==> src/rtl/physical_iob_word_lock.sv <==
// Word aligner for the LVDS receiver: steps the deserializer bitslip until a comma/SKP
// pattern is seen LOCK_CNT times in a row, then supervises lock and re-aligns on starvation.
module physical_iob_word_lock #(
   parameter int                DATA_W     = 10,
   parameter logic [DATA_W-1:0] PATTERN_N  = 10'h33c,
   parameter logic [DATA_W-1:0] PATTERN_P  = 10'h0c3,
   parameter int                SETTLE_CYC = 63,
   parameter int                HUNT_CYC   = 64,
   parameter int                LOCK_CNT   = 8,
   parameter int                LOSS_CYC   = 256,
   parameter int                SLIP_W     = 4
) (
   input  logic              i_clk,
   input  logic              local_arst_n,
   input  logic              i_start,
   input  logic              i_relock_en,
   input  logic [DATA_W-1:0] i_data,
   output logic [SLIP_W-1:0] o_slipbits,
   output logic              o_bitslip,
   output logic              o_run,
   output logic              o_done,
   output logic              o_fail,
   output logic              o_lost,
   output logic [7:0]        o_relock_cnt
);

   localparam int CNT_MAX_A = (SETTLE_CYC > HUNT_CYC) ? SETTLE_CYC : HUNT_CYC;
   localparam int CNT_MAX   = (CNT_MAX_A > LOSS_CYC) ? CNT_MAX_A : LOSS_CYC;
   localparam int CNT_W     = $clog2(CNT_MAX + 1);
   localparam logic [SLIP_W-1:0] MAX_SLIP = SLIP_W'(DATA_W - 1);

   typedef enum logic [2:0] {
      S_IDLE,
      S_SETTLE,
      S_HUNT,
      S_LOCKED,
      S_FAIL
   } state_t;

   state_t            state, state_nx;
   logic              r_start;
   logic [DATA_W-1:0] r_data;
   logic [CNT_W-1:0]  cnt, cnt_nx;
   logic [7:0]        cons, cons_nx;
   logic [SLIP_W-1:0] slips, slip_nx;
   logic [7:0]        relock, relock_nx;
   logic              bitslip_nx, lost_nx;
   logic              start_flag, match;

   assign start_flag = i_start & ~r_start;
   assign match      = (r_data == PATTERN_N) || (r_data == PATTERN_P);

   // cnt is shared: settle wait, hunt timer and starvation counter, each cleared on state entry.
   always_comb begin
      // NOTE: every combinational output gets a default first so no path can infer a latch.
      state_nx   = state;
      cnt_nx     = cnt;
      cons_nx    = cons;
      slip_nx    = slips;
      relock_nx  = relock;
      bitslip_nx = 1'b0;
      lost_nx    = 1'b0;
      if (start_flag) begin
         state_nx  = S_SETTLE;
         cnt_nx    = '0;
         cons_nx   = '0;
         slip_nx   = '0;
         relock_nx = '0;
      end else begin
         unique case (state)
            S_SETTLE: begin
               if (cnt == CNT_W'(SETTLE_CYC - 1)) begin
                  state_nx = S_HUNT;
                  cnt_nx   = '0;
                  cons_nx  = '0;
               end else begin
                  cnt_nx = cnt + 1'b1;
               end
            end
            S_HUNT: begin
               if (match && (cons == 8'(LOCK_CNT - 1))) begin
                  state_nx = S_LOCKED;
                  cnt_nx   = '0;
                  cons_nx  = '0;
               end else if (cnt == CNT_W'(HUNT_CYC - 1)) begin
                  cnt_nx  = '0;
                  cons_nx = '0;
                  if (slips == MAX_SLIP) begin
                     state_nx = S_FAIL;
                  end else begin
                     state_nx   = S_SETTLE;
                     slip_nx    = slips + 1'b1;
                     bitslip_nx = 1'b1;
                  end
               end else begin
                  cnt_nx  = cnt + 1'b1;
                  cons_nx = match ? cons + 8'd1 : 8'd0;
               end
            end
            S_LOCKED: begin
               if (match) begin
                  cnt_nx = '0;
               end else if (cnt == CNT_W'(LOSS_CYC - 1)) begin
                  lost_nx = 1'b1;
                  cnt_nx  = '0;
                  if (i_relock_en) begin
                     state_nx  = S_SETTLE;
                     slip_nx   = '0;
                     relock_nx = (relock == 8'hff) ? relock : relock + 8'd1;
                  end else begin
                     state_nx = S_FAIL;
                  end
               end else begin
                  cnt_nx = cnt + 1'b1;
               end
            end
            default: ;
         endcase
      end
   end

   // Status outputs are registered from the next-state decision.
   always_ff @(posedge i_clk or negedge local_arst_n) begin
      if (!local_arst_n) begin
         state     <= S_IDLE;
         r_start   <= 1'b0;
         r_data    <= '0;
         cnt       <= '0;
         cons      <= '0;
         slips     <= '0;
         relock    <= '0;
         o_bitslip <= 1'b0;
         o_lost    <= 1'b0;
         o_run     <= 1'b0;
         o_done    <= 1'b0;
         o_fail    <= 1'b0;
      end else begin
         state     <= state_nx;
         r_start   <= i_start;
         r_data    <= i_data;
         cnt       <= cnt_nx;
         cons      <= cons_nx;
         slips     <= slip_nx;
         relock    <= relock_nx;
         o_bitslip <= bitslip_nx;
         o_lost    <= lost_nx;
         o_run     <= (state_nx == S_SETTLE) || (state_nx == S_HUNT);
         o_done    <= (state_nx == S_LOCKED);
         o_fail    <= (state_nx == S_FAIL);
      end
   end

   assign o_slipbits   = slips;
   assign o_relock_cnt = relock;

endmodule
==> config.mk <==
export PLATFORM = sky130hd
export DESIGN_NAME = physical_iob_word_lock
export DESIGN_NICKNAME = d
export VERILOG_FILES = /design/src/rtl/physical_iob_word_lock.sv
export SDC_FILE = /design/constraint.sdc
export NUM_CORES = 1
export LEC_CHECK = 0
export ABC_AREA = 1
export CELL_PAD_IN_SITES_DETAIL_PLACEMENT = 1
export CELL_PAD_IN_SITES_GLOBAL_PLACEMENT = 1
export CORE_MARGIN = 4
export CORE_UTILIZATION = 39
export CTS_BUF_LIST = sky130_fd_sc_hd__clkbuf_2 sky130_fd_sc_hd__clkbuf_4 sky130_fd_sc_hd__clkbuf_8
export CTS_CLUSTER_SIZE = 25
export DETAILED_ROUTE_END_ITERATION = 7
export GPL_TIMING_DRIVEN = 0
export MAX_ROUTING_LAYER = met4
export PLACE_DENSITY_LB_ADDON = 0.1
export RECOVER_POWER = 50
export SLEW_MARGIN = 25
export SYNTH_ARGS = -nofsm -noshare
export SYNTH_HDL_FRONTEND = slang
export SYNTH_SLANG_ARGS = --single-unit
==> constraint.sdc <==
create_clock -name i_clk -period 2 [get_ports i_clk]
set_clock_uncertainty 0.05 [all_clocks]
set_input_delay 0.2 -clock i_clk [delete_from_list [all_inputs] [get_ports i_clk]]
set_output_delay 0.2 -clock i_clk [all_outputs]
set_load 0.1 [all_outputs]
# After elaboration in Yosys (flattened, before gate mapping)
# Index checks and enable logic that the tools add are counted.
totals:
  regBits: 48
  latch_bits: 0
  ramBits: 0
  romBits: 0
  inputBits: 14
  out_inout_bits: 17
  word_cells: 99
  n_memories: 0
op_classes:
  add_sub_neg: 4
  n_mul: 0
  div: 0
  magnitude_cmp: 0
  n_eq_ne: 24
  shifts: 0
  n_mux: 45
  bitwise_logic: 2
  n_reduce_logical: 12
op_table:
  columns: ["op", "count"]
  rows:
  - ["8-bit two-way mux", 11]
  - ["9-bit two-way mux", 6]
  - ["4-bit two-way mux", 7]
  - ["9-bit case mux with 3 select lines", 1]
  - ["3-bit two-way mux", 8]
  - ["3-bit inequality test, second input constant", 7]
  - ["9-bit by 6-bit == test with 1-bit output, second input constant", 2]
  - ["8-bit by 1-bit adder with 8-bit output, second input constant", 2]
  - ["8-bit case mux with 2 select lines", 1]
  - ["3-bit by 2-bit == test with 1-bit output, second input constant", 4]
  - ["10-bit == test, second input constant", 1]
  - ["10-bit by 8-bit == test with 1-bit output, second input constant", 1]
  - ["9-bit by 1-bit adder with 9-bit output, second input constant", 1]
  - ["9-bit by 8-bit == test with 1-bit output, second input constant", 1]
  - ["1-bit two-way mux", 9]
  - ["3-bit case mux with 3 select lines", 1]
  - ["8-bit by 3-bit == test with 1-bit output, second input constant", 1]
  - ["8-bit == test, second input constant", 1]
  - ["4-bit case mux with 2 select lines", 1]
  - ["7-bit AND reduction", 1]
  - ["3-bit by 1-bit == test with 1-bit output, second input constant", 2]
  - ["2-bit nonzero test", 3]
  - ["3-bit nonzero test", 2]
  - ["5-bit AND reduction", 1]
  - ["other kinds (10)", 12]

# Logic depth before layout (Yosys ltp)
depth:
  depth_word: 8
  ltp_mapped: 16
  depth_no_buf: 16

# Least setup slack after synthesis
# No wires, ideal clock.
synth_path:
  path_kind: "flip-flop to flip-flop"
  start: "reg relock[1] (netlist: o_relock_cnt[1])"
  end: "reg relock[5] (netlist: o_relock_cnt[5])"
  setup_ps: 74
  t_arrival_ps: 2134
  setup_slack_ps: -257
  path_stages_with_launch: 9
  path_buffers: 1
  period_less_slack_ps: 2257
  cell_sequence: "dfrtp_1 ha_1 nand4_1 nor2_1 nand3_1 nand3_4 buf_6 nand2_1 o21ai_2"
synth_between:
  elab_chain_len: 7
  word_cells_on_any_way: 10
  classes_between: "1 x add/sub; 2 x eq/ne; 6 x mux; 1 x reduce/logical"
synth_rtl:
  columns: ["element", "line_no", "text"]
  rows:
  - ["start: declaration", "46", "logic [7:0] relock, relock_nx;"]
  - ["start signal: assignment", "144", "relock <= relock_nx;"]
  - ["8-bit by 1-bit adder with 8-bit output", "109", "relock_nx = (relock == 8'hff) ? relock : relock + 8'd1;"]
  - ["8-bit two-way mux", "109", null]
  - ["8-bit two-way mux", "106", "if (i_relock_en) begin"]
  - ["8-bit two-way mux", "103", "end else if (cnt == CNT_W'(LOSS_CYC - 1)) begin"]
  - ["8-bit two-way mux", "101", "if (match) begin"]
  - ["8-bit two-way mux", "70", "unique case (state)"]
  - ["8-bit two-way mux", "63", "if (start_flag) begin"]
# Parallel ways exist; a longest one is shown, timed or not. The select of a mux whose other input is x is not followed.
# A chain may end at the register's enable or synchronous reset.

# Worst setup path in the final report
layout_path:
  start: "reg cnt[0]"
  end: "reg relock[5] (netlist: o_relock_cnt[5])"
layout_between:
  elab_chain_len: 3
layout_rtl:
  columns: ["element", "line_no", "text"]
  rows:
  - ["start: declaration", "43", "logic [CNT_W-1:0] cnt, cnt_nx;"]
  - ["start signal: assignment", "141", "cnt <= cnt_nx;"]
  - ["9-bit by 8-bit == test with 1-bit output", "103", null]
  - ["2-bit nonzero test (no source line)", null, null]
  - ["5-bit AND reduction (no source line)", null, null]
# No other way between the ends.

==> results by group <==
Global route
  • First-pass GRT wire length: 12300 um
  • Total gr overflow: 0
  • Vias in the first global route: 2627
  • Largest net degree at the start of global routing: 49
  • Initial antenna violation count: 0
  • Tot GR Track Use: 18.2%

Floorplan
  • # IOs: 31
  • Core area: 6870 um2
  • Initial Utilization: 40.4%
  • Rows: 30
  • Die height: 92.4 um
  • Die width: 92.4 um
  • Die ar.: 8530 um2

Timing
  • Final setup TNS: -0.283 ns
  • Slew margin rel.: 17.4%
  • RSZ-0062 raised after global routing: yes
  • Achievable frequency: 0.489 GHz
  • Final period util: 102%
  • PnR worst setup slack: -0.0442 ns
  • Final setup fails: 9
  • Final slew viol count: 0
  • Min cycle time layout: 2.04 ns
  • Hold Fails Final Rpt: 0
  • Worst Max-Slew Pin Slew: 1.24 ns

Clock tree
  • CTS root buffer: clkbuf_8
  • CTS tree: done
  • TritonCTS Buffers: 5
  • Worst-path clk slew: 0.10 ns
  • CTS sink count: 48
  • CTS Buffer Depth: 2
  • H-tree Lvls: 2
  • Worst skew pair latency: 0.31 ns

Worst setup path
  • Critical path class: reg2reg
  • CP Launch Point: cnt[0]
  • R2r setup slk: -0.04 ns
  • Worst setup endpoint: o_relock_cnt[5]
  • Path depth of the worst reg2reg path: 14
  • CP arrival: 2.20 ns
  • Reg-to-Reg Start: cnt[0]
  • Critical Path Sink Type: register
  • Startpoint types: register
  • Critical Path RT: 2.15 ns
  • Worst r2r dst: o_relock_cnt[5]
  • CP Max Fanout: 5

Routing
  • Vias: 2481
  • Number of vias per cell: 4.86
  • Drc violations: 0
  • Total wire length: 7480 um
  • Post-DRT Antenna Nets: 0
  • Iteration-0 DRC Markers: 94
  • Drt first pass iters: 4
  • Wire length per cell: 14.7 um

Final layout
  • Fin cells: 510
  • Area Growth Syn to Fin: 34.4%
  • Commonest non-fill, non-tap cell in the layout: nand2_1
  • Nets: 436
  • Antenna diodes: 0
  • Share of cells above drive strength 1: 32.1%
  • Most frequent cells in the layout: nand2_1 (71), nor2_1 (45), dfrtp_1 (40)
  • Filler cell count: 832

Synth
  • Synth Instances: 354
  • Post-Synth Simple-Gate Area: 38.6%
  • Yosys warns: 0
  • Compound-cell area share of the yosys netlist: 5.05%
  • Largest family of logic cells by synthesized area: simple AND/OR/NAND/NOR gates
  • Post-synthesis register bit count: 48
  • Syn Area/Cell: 7.84 um2
  • Mux cell area share after synthesis: 0%
  • Adder-cell share of the synthesized area: 4.06%
  • Distinct cells, synth: 29
  • Area of the mapped netlist: 2780 um2
  • Synthesized Nets: 377
  • XOR/XNOR Fraction of Synth Area: 2.21%
  • Sequential element share of the synthesized area: 43.3%

Status
  • Failing checks: negative setup slack
  • Outcome: finished with violations

Placement
  • Dpl cells: 480
  • Global placement routability congestion: 0.771
  • IO Port Bufs: 30
  • Post-DP HPWL: 4870 um

Power
  • Cell Pwr Density: 872 nW/um2
  • Maximum vdd drop: 665 uV
  • Leak: 1.79 nW
  • Total power: 3.26 mW

Job
  • Max_cap viols: 0

Worst hold path
  • Classification of the worst-slack hold path: in2reg
-- sequential cells by signal, indices dropped and copies added, names as in the netlist, 3 cells and up --
register and flops:
r_data 10, cons 8, o_relock_cnt 8, cnt 9, state 3, o_slipbits 4
-- cells in the mapped netlist --
| cell type | n | area, um2 |
|---|---|---|
| a21oi_1 | 3 | 15.0 |
| buf_6 | 1 | 11.3 |
| clkbuf_1 | 1 | 3.75 |
| dfrtp_1 | 48 | 1200 |
| ha_1 | 9 | 113 |
| inv_1 | 35 | 131 |
| inv_2 | 9 | 33.8 |
| inv_6 | 1 | 8.76 |
| nand2_1 | 93 | 349 |
| nand2_2 | 6 | 37.5 |
| nand2_4 | 1 | 11.3 |
| nand3_1 | 30 | 150 |
| nand3_2 | 3 | 30.0 |
| nand3_4 | 2 | 35.0 |
| nand3b_1 | 5 | 37.5 |
| nand4_1 | 8 | 50.1 |
| nor2_1 | 51 | 191 |
| nor2_2 | 3 | 18.8 |
| nor2_4 | 6 | 67.6 |
| nor3_1 | 6 | 30.0 |
| nor3_2 | 1 | 10.0 |
| nor3_4 | 1 | 16.3 |
| nor4_1 | 2 | 12.5 |
| o21ai_0 | 4 | 20.0 |
| o21ai_1 | 4 | 20.0 |
| o21ai_2 | 9 | 78.8 |
| o22ai_1 | 1 | 6.26 |
| or2_2 | 4 | 25.0 |
| xor2_1 | 7 | 61.3 |
-- area by class of cell --
type / instances / area, um2 / share of cell area, %
sequential: 48 / 1210 / 32.5
inverter: 45 / 174 / 4.66
tap: 96 / 120 / 3.22
timing repair buffer: 52 / 480 / 12.9
clock buffer: 5 / 68.8 / 1.84
multi-input combinational: 259 / 1610 / 43.2
buffer: 2 / 18.8 / 0.503
clock inverter: 3 / 46.3 / 1.24
-- per-layer routing --
layer,share of wire [%],global-route usage [%],routed length [um],vias to the layer above
li1,-,-,-,1244
met3,2.0,2.92,149,8
met2,52,31.3,3910,29
met1,45,22.6,3330,1200
met4,1.1,4.08,79,0
met5,0,-,0,-
-- repair_timing --
action | CTS | global route
pin swaps | 6 | 20
cloned | 1 | 0
hold buffers | 1 | 0
endpoints found under the setup margin | 43 | 33
hold endpoints to repair | 48 | 0
setup buffers | 13 | 9
resized for setup | 43 | 44
-- critical path, cell delays in order (launching register included) --
cell and delay [ns]:
dfrtp_1 0.38, ha_2 0.20, nand2_2 0.07, inv_2 0.09
nand2_4 0.06, nor2_4 0.09, nand2_2 0.07, inv_2 0.08
ha_4 0.13, nand4_1 0.17, nand2_2 0.13, nand3_4 0.14
buf_8 0.18, nand2_2 0.05, o21ai_2 0.05
-- worst min-delay path by stage --
stage	from	end	slack [ns]	depth (start not counted)
6_report	i_data[3]	r_data[3]	0.38	1
5_1_grt	i_data[2]	r_data[2]	0.37	1
4_1_cts	i_data[3]	r_data[3]	0.26	1
3_5_place_dp	local_arst_n	cnt[0]	0.22	1
3_3_place_gp	o_slipbits[3]	o_slipbits[3]	0.43	2
2_1_floorplan	local_arst_n	cnt[0]	-0.15	0
-- cell families after synthesis --
kind of cell               count (synthesis)
adders and majority gates                  9
and+or+nand+nor                          222
AOI/OAI and AO/OA                         21
xor gates and xnor gates                   7
buffers and inverters                     47
DFF                                       48
-- stage by stage --
step           area [um2]  setup WS [ns]  util [%]  hold WS [ns]
4_1_cts              3510        -0.0881      51.1         0.257
3_5_place_dp         3200         -0.325      46.6         0.219
2_1_floorplan        2790         0.0522         -        -0.146
3_3_place_gp         3210         -0.960      46.7         0.435
6_report             3730        -0.0442      54.3         0.381
5_1_grt              3730         -0.188      54.3         0.369
-- where the power goes --
| part | switching [mW] | internal, mW | leakage [nW] | total, mW |
|---|---|---|---|---|
| clock network | 0.368 | 0.377 | 0.0548 | 0.746 |
| logic | 0.912 | 0.370 | 1.12 | 1.28 |
| registers | 0.137 | 1.09 | 0.611 | 1.23 |
Note: power is estimated with default switching activity, not from simulation.
==> RTL edit 1 (same flow settings) <==
Make the reset (`local_arst_n`) synchronous in one clocked block.
--- a/src/rtl/physical_iob_word_lock.sv
+++ b/src/rtl/physical_iob_word_lock.sv
@@ -120,7 +120,7 @@
    end
 
    // Status outputs are registered from the next-state decision.
-   always_ff @(posedge i_clk or negedge local_arst_n) begin
+   always_ff @(posedge i_clk) begin
       if (!local_arst_n) begin
          state     <= S_IDLE;
          r_start   <= 1'b0;
Behaviour: differs if local_arst_n is asserted again (counterexample within 4 cycles, from zero or initial values and one cycle with local_arst_n low); with local_arst_n held inactive, the same outputs for 10 cycles.
==> RTL edit 1 against the original RTL <==
- worst setup slack worse by 91 ps
- wire length down 2.8%
- largest cell class unchanged
- via count down 0.32%
- worst hold slack worse by 8.2 ps
- first-iteration DRC count down 22%
- cell area down 9.0%
- the flow still finishes with violations (setup timing)
- synthesized area down 9.9%
- sequential cell count unchanged
- highest routed layer unchanged
- synthesized cell count up 1.4%
Power is not compared: it rests on default switching activity, and its combinational part moved more than twofold at a synthesized area within 25%.
==> RTL edit 1: results (changes against the original RTL) <==
* Family with the most delay on the worst path: simple AND/OR/NAND/NOR gates (unchanged)
* Synth Area in Compound Gates at 0.0785 (was 0.0505)
* Failing checks: setup timing (unchanged)
* Initial DRC count at 73 (was 94)
* Proportion of layout cells with a drive suffix above 1 at 0.283 (was 0.321)
* Initial antenna violation count at 0 (unchanged)
* Critical Path Slowest Stage Cell: dfxtp_1 (was dfrtp_1)
* Sequential fraction of the synthesis area at 0.384 (was 0.433)
* Post-synthesis adder-cell area fraction at 0.0450 (was 0.0406)
* Fraction of registers with async set/reset at 0 (was 1.00)
* Setup tns final at -1260 ps (was -283 ps)
* Total GRT Usage at 0.206 (was 0.182)
* DP HPWL at 4.70 mm (was 4.87 mm)
* Vias in the first global route at 2,640 (was 2,627)
* Vias per inst at 5.03 (was 4.86)
* Final WL at 7.26 mm (was 7.48 mm)
* Setup violations, final at 22 (was 9)
* GPL Wtd Cong at 0.811 (was 0.771)
* Final setup margin at -135 ps (was -44.2 ps)
* Post-CTS Setup Inserts at 18 (was 13)
* Inst Count DP at 464 (was 480)
* R2R cell count at 15 (was 14)
* Distinct cells, synth at 32 (was 29)
* Syn Nets at 382 (was 377)
* Pin count of the biggest net entering global routing at 14 (was 49)
* Ys Warns at 0 (unchanged)
* Top area cells in the synthesized netlist: dfxtp_1 (38%), nand2_1 (13%), inv_1 (8.4%) (was dfrtp_1 (43%), nand2_1 (13%), nor2_1 (6.9%))
* CP max FO at 3 (was 5)
* DP Area at 2920 sq um (was 3200 sq um)
* Hold path cells at 3 (was 1)
* Setup WS pre-CTS at -378 ps (was -325 ps)
* Syn Area/Cell at 6.97 sq um (was 7.84 sq um)
* Clock transition at path regs at 80 ps (was 100 ps)
* Layout Nets at 439 (was 436)
* Post-Synth XOR/XNOR Area at 0.0420 (was 0.0221)
* Outcome: finished, violations left (unchanged)
* Cts repair resizes at 41 (was 43)
* Via count at 2,473 (was 2,481)
* CP arrival at 2340 ps (was 2200 ps)
* Slew @ Worst Pin at 1170 ps (was 1240 ps)
* First-pass GRT wire length at 12.1 mm (was 12.3 mm)
* IO Port Bufs at 30 (unchanged)
* Top cells by count, synth: nand2_1 (85), inv_1 (56), dfxtp_1 (48), nor2_1 (44), nand3_1 (21) (was nand2_1 (93), nor2_1 (51), dfrtp_1 (48), inv_1 (35), nand3_1 (30))
* Worst path max stage delay at 440 ps (was 380 ps)
* Total CTS buffers at 5 (unchanged)
* Synth Flop Type: dfxtp_1 (was dfrtp_1)
* Clock Tree Buf Depth at 2 (unchanged)
## RTL edit 1: cell count changes after synthesis, sizes merged, moves of 3 or more
| cell | unedited run | this run |
|---|---|---|
| xnor2 | 0 | 3 |
| o21ai | 17 | 14 |
| nand3b | 5 | 1 |
| inv | 45 | 63 |
| dfxtp | 0 | 48 |
| dfrtp | 48 | 0 |
| a21oi | 3 | 21 |
| or2 | 4 | 0 |
| nand3 | 35 | 24 |
| nor2 | 60 | 48 |
| nand2 | 100 | 93 |
## RTL edit 1: report_power, final
group	total [mW]	internal, mW	switching, mW
clock network	0.626	0.310	0.316
logic	0.298	0.0879	0.211
registers	1.01	0.983	0.0228
## RTL edit 1: area by class of cell
type	count	area, sq um
Buffer	3	11.3
Sequential cell	48	978
Multi-Input combinational cell	243	1520
Tap cell	75	93.8
Inverter	65	262
Clock buffer	8	97.6
Timing Repair Buffer	50	437
Fill cell	803	2670
## RTL edit 1: logic make-up after synthesis
family / count (synthesis)
flip-flops: 48
adder cells (fa/ha/maj): 9
XOR/XNOR: 12
AO/OA/AOI/OAI: 37
AND/OR/NAND/NOR: 185
buffers and inverters: 68
## RTL edit 1: path summary, 6_finish.rpt
path,to,slack (ps),startpoint
worst min register to register,o_relock_cnt[4],440,o_relock_cnt[4]
worst max-delay path,o_run,-140,cnt[4]
worst max register to register,o_run,-140,cnt[4]
worst min-delay path,r_data[3],370,i_data[3]
## RTL edit 1: worst min-delay path: stages
cell and delay, ps:
clkdlybuf4s50_1 390, nand2_1 60, inv_1 30
## RTL edit 1: metal layers
metal | track usage | part of all wire
met5 | - | 0
met4 | 0.0755 | 0.019
met3 | 0.0405 | 0.028
met2 | 0.358 | 0.53
met1 | 0.236 | 0.42
==> RTL edit 2 (same settings) <==
Made on the original files. The parameter `HUNT_CYC` goes from 64 to 128.
--- a/src/rtl/physical_iob_word_lock.sv
+++ b/src/rtl/physical_iob_word_lock.sv
@@ -5,7 +5,7 @@
    parameter logic [DATA_W-1:0] PATTERN_N  = 10'h33c,
    parameter logic [DATA_W-1:0] PATTERN_P  = 10'h0c3,
    parameter int                SETTLE_CYC = 63,
-   parameter int                HUNT_CYC   = 64,
+   parameter int                HUNT_CYC   = 128,
    parameter int                LOCK_CNT   = 8,
    parameter int                LOSS_CYC   = 256,
    parameter int                SLIP_W     = 4
Formal check against the unedited RTL: no difference found for any inputs over 10 cycles, from zero or initial values and one cycle with local_arst_n low; that may be too few to reach the edited logic, so the function may still have changed.
==> RTL edit 2 against the original RTL <==
- sequential power is 5% higher
- synthesized cell count is 4.0% lower
- the run still ends with setup timing left
- worst setup slack worse by 50 ps
- synthesized area is 1.0% higher
- sequential cell count stayed put
- power is 21% higher
- wire length is 0.76% lower
- cell area is 3.2% lower
==> RTL edit 2: results (changes against the original RTL) <==
* Post-Synthesis Cells at 340 (was 354)
* Proportion of layout cells with a drive suffix above 1 at 0.266 (was 0.321)
* Peak VDD IR at 1.03 mV (was 0.665 mV)
* Setup violations, final at 18 (was 9)
* Cts repair resizes at 37 (was 43)
* CP max FO at 4 (was 5)
* Clock power frac at 0.186 (was 0.229)
* Top cells by count, synth: nand2_1 (68), dfrtp_1 (48), inv_1 (36), nor2_1 (34), nand3_1 (30) (was nand2_1 (93), nor2_1 (51), dfrtp_1 (48), inv_1 (35), nand3_1 (30))
* Post-CTS Setup Inserts at 10 (was 13)
* Hold path start: i_data[1] (was i_data[3])
* Layout Nets at 417 (was 436)
* Avg WL per Cell at 15.1 microns (was 14.7 microns)
* Vias in the first global route at 2,609 (was 2,627)
* Setup WS pre-CTS at -298 ps (was -325 ps)
* Distinct cells, synth at 35 (was 29)
* Failing checks: setup timing (unchanged)
* Sequential Power Share at 0.328 (was 0.377)
* Sequential fraction of the synthesis area at 0.428 (was 0.433)
* Final setup margin at -93.8 ps (was -44.2 ps)
* First-pass GRT wire length at 12.5 mm (was 12.3 mm)
* Sequential power at 1.29 mW (was 1.23 mW)
* Top area cells in the synthesized netlist: dfrtp_1 (43%), nand2_1 (9.1%), nand3_1 (5.4%) (was dfrtp_1 (43%), nand2_1 (13%), nor2_1 (6.9%))
* GPL Wtd Cong at 0.839 (was 0.771)
* Worst path max stage delay at 410 ps (was 380 ps)
* DP Area at 3230 sq um (was 3200 sq um)
* # fillers at 867 (was 832)
* Outcome: finished, violations left (unchanged)
* CP arrival at 2260 ps (was 2200 ps)
## RTL edit 2: cell types whose count changed in the layout (fill, tap and decap cells not counted), moves of 5 or more
cell | unedited run | this run
a21oi_1 | 3 | 8
inv_2 | 14 | 8
nand2_1 | 71 | 60
nand2_2 | 23 | 16
nand3_1 | 19 | 26
nor2_1 | 45 | 32
nor3_1 | 6 | 11
o21ai_1 | 3 | 8
## RTL edit 2: routing by layer
metal | global-route usage | vias up | share of wire
li1 | - | 1207 | -
met1 | 0.230 | 1214 | 0.43
met2 | 0.317 | 43 | 0.52
met3 | 0.0317 | 13 | 0.029
met4 | 0.0525 | 0 | 0.017
met5 | - | - | 0
## RTL edit 2: kinds of logic after synthesis
logic type	count (synthesis)	share of synthesized area
and+or+nand+nor	184	0.333
DFF	48	0.428
buffers and inverters	47	0.0651
AOI/OAI and AO/OA	39	0.0932
xor gates and xnor gates	13	0.0406
adders and majority gates	9	0.0401
## RTL edit 2: how the worst max path moves through the flow
stage / end / slack, ps / depth (start not counted)
finish: o_run / -90 / 15
global route: o_run / -240 / 15
CTS: o_run / -70 / 16
detailed placement: o_slipbits[3] / -300 / 12
global placement: o_relock_cnt[0] / -970 / 1
floorplan: o_slipbits[3] / 30 / 12
## RTL edit 2: area by class of cell
cell class                      count  area (sq um)  share of cell area
Multi-Input combinational cell    246          1580               0.438
Sequential cell                    48          1210               0.334
Timing Repair Buffer               46           404               0.112
Inverter                           45           178              0.0492
Tap cell                           96           120              0.0332
Clock buffer                        7          83.8              0.0232
Clock inverter                      1          30.0             0.00831
Buffer                              2          7.51             0.00208
## RTL edit 2: metrics by stage
stage	TNS, ps	util
CTS	-217	0.508
finish	-709	0.523
detailed placement	-4850	0.468
floorplan	0	-
global route	-3800	0.523
global placement	-42320	0.468
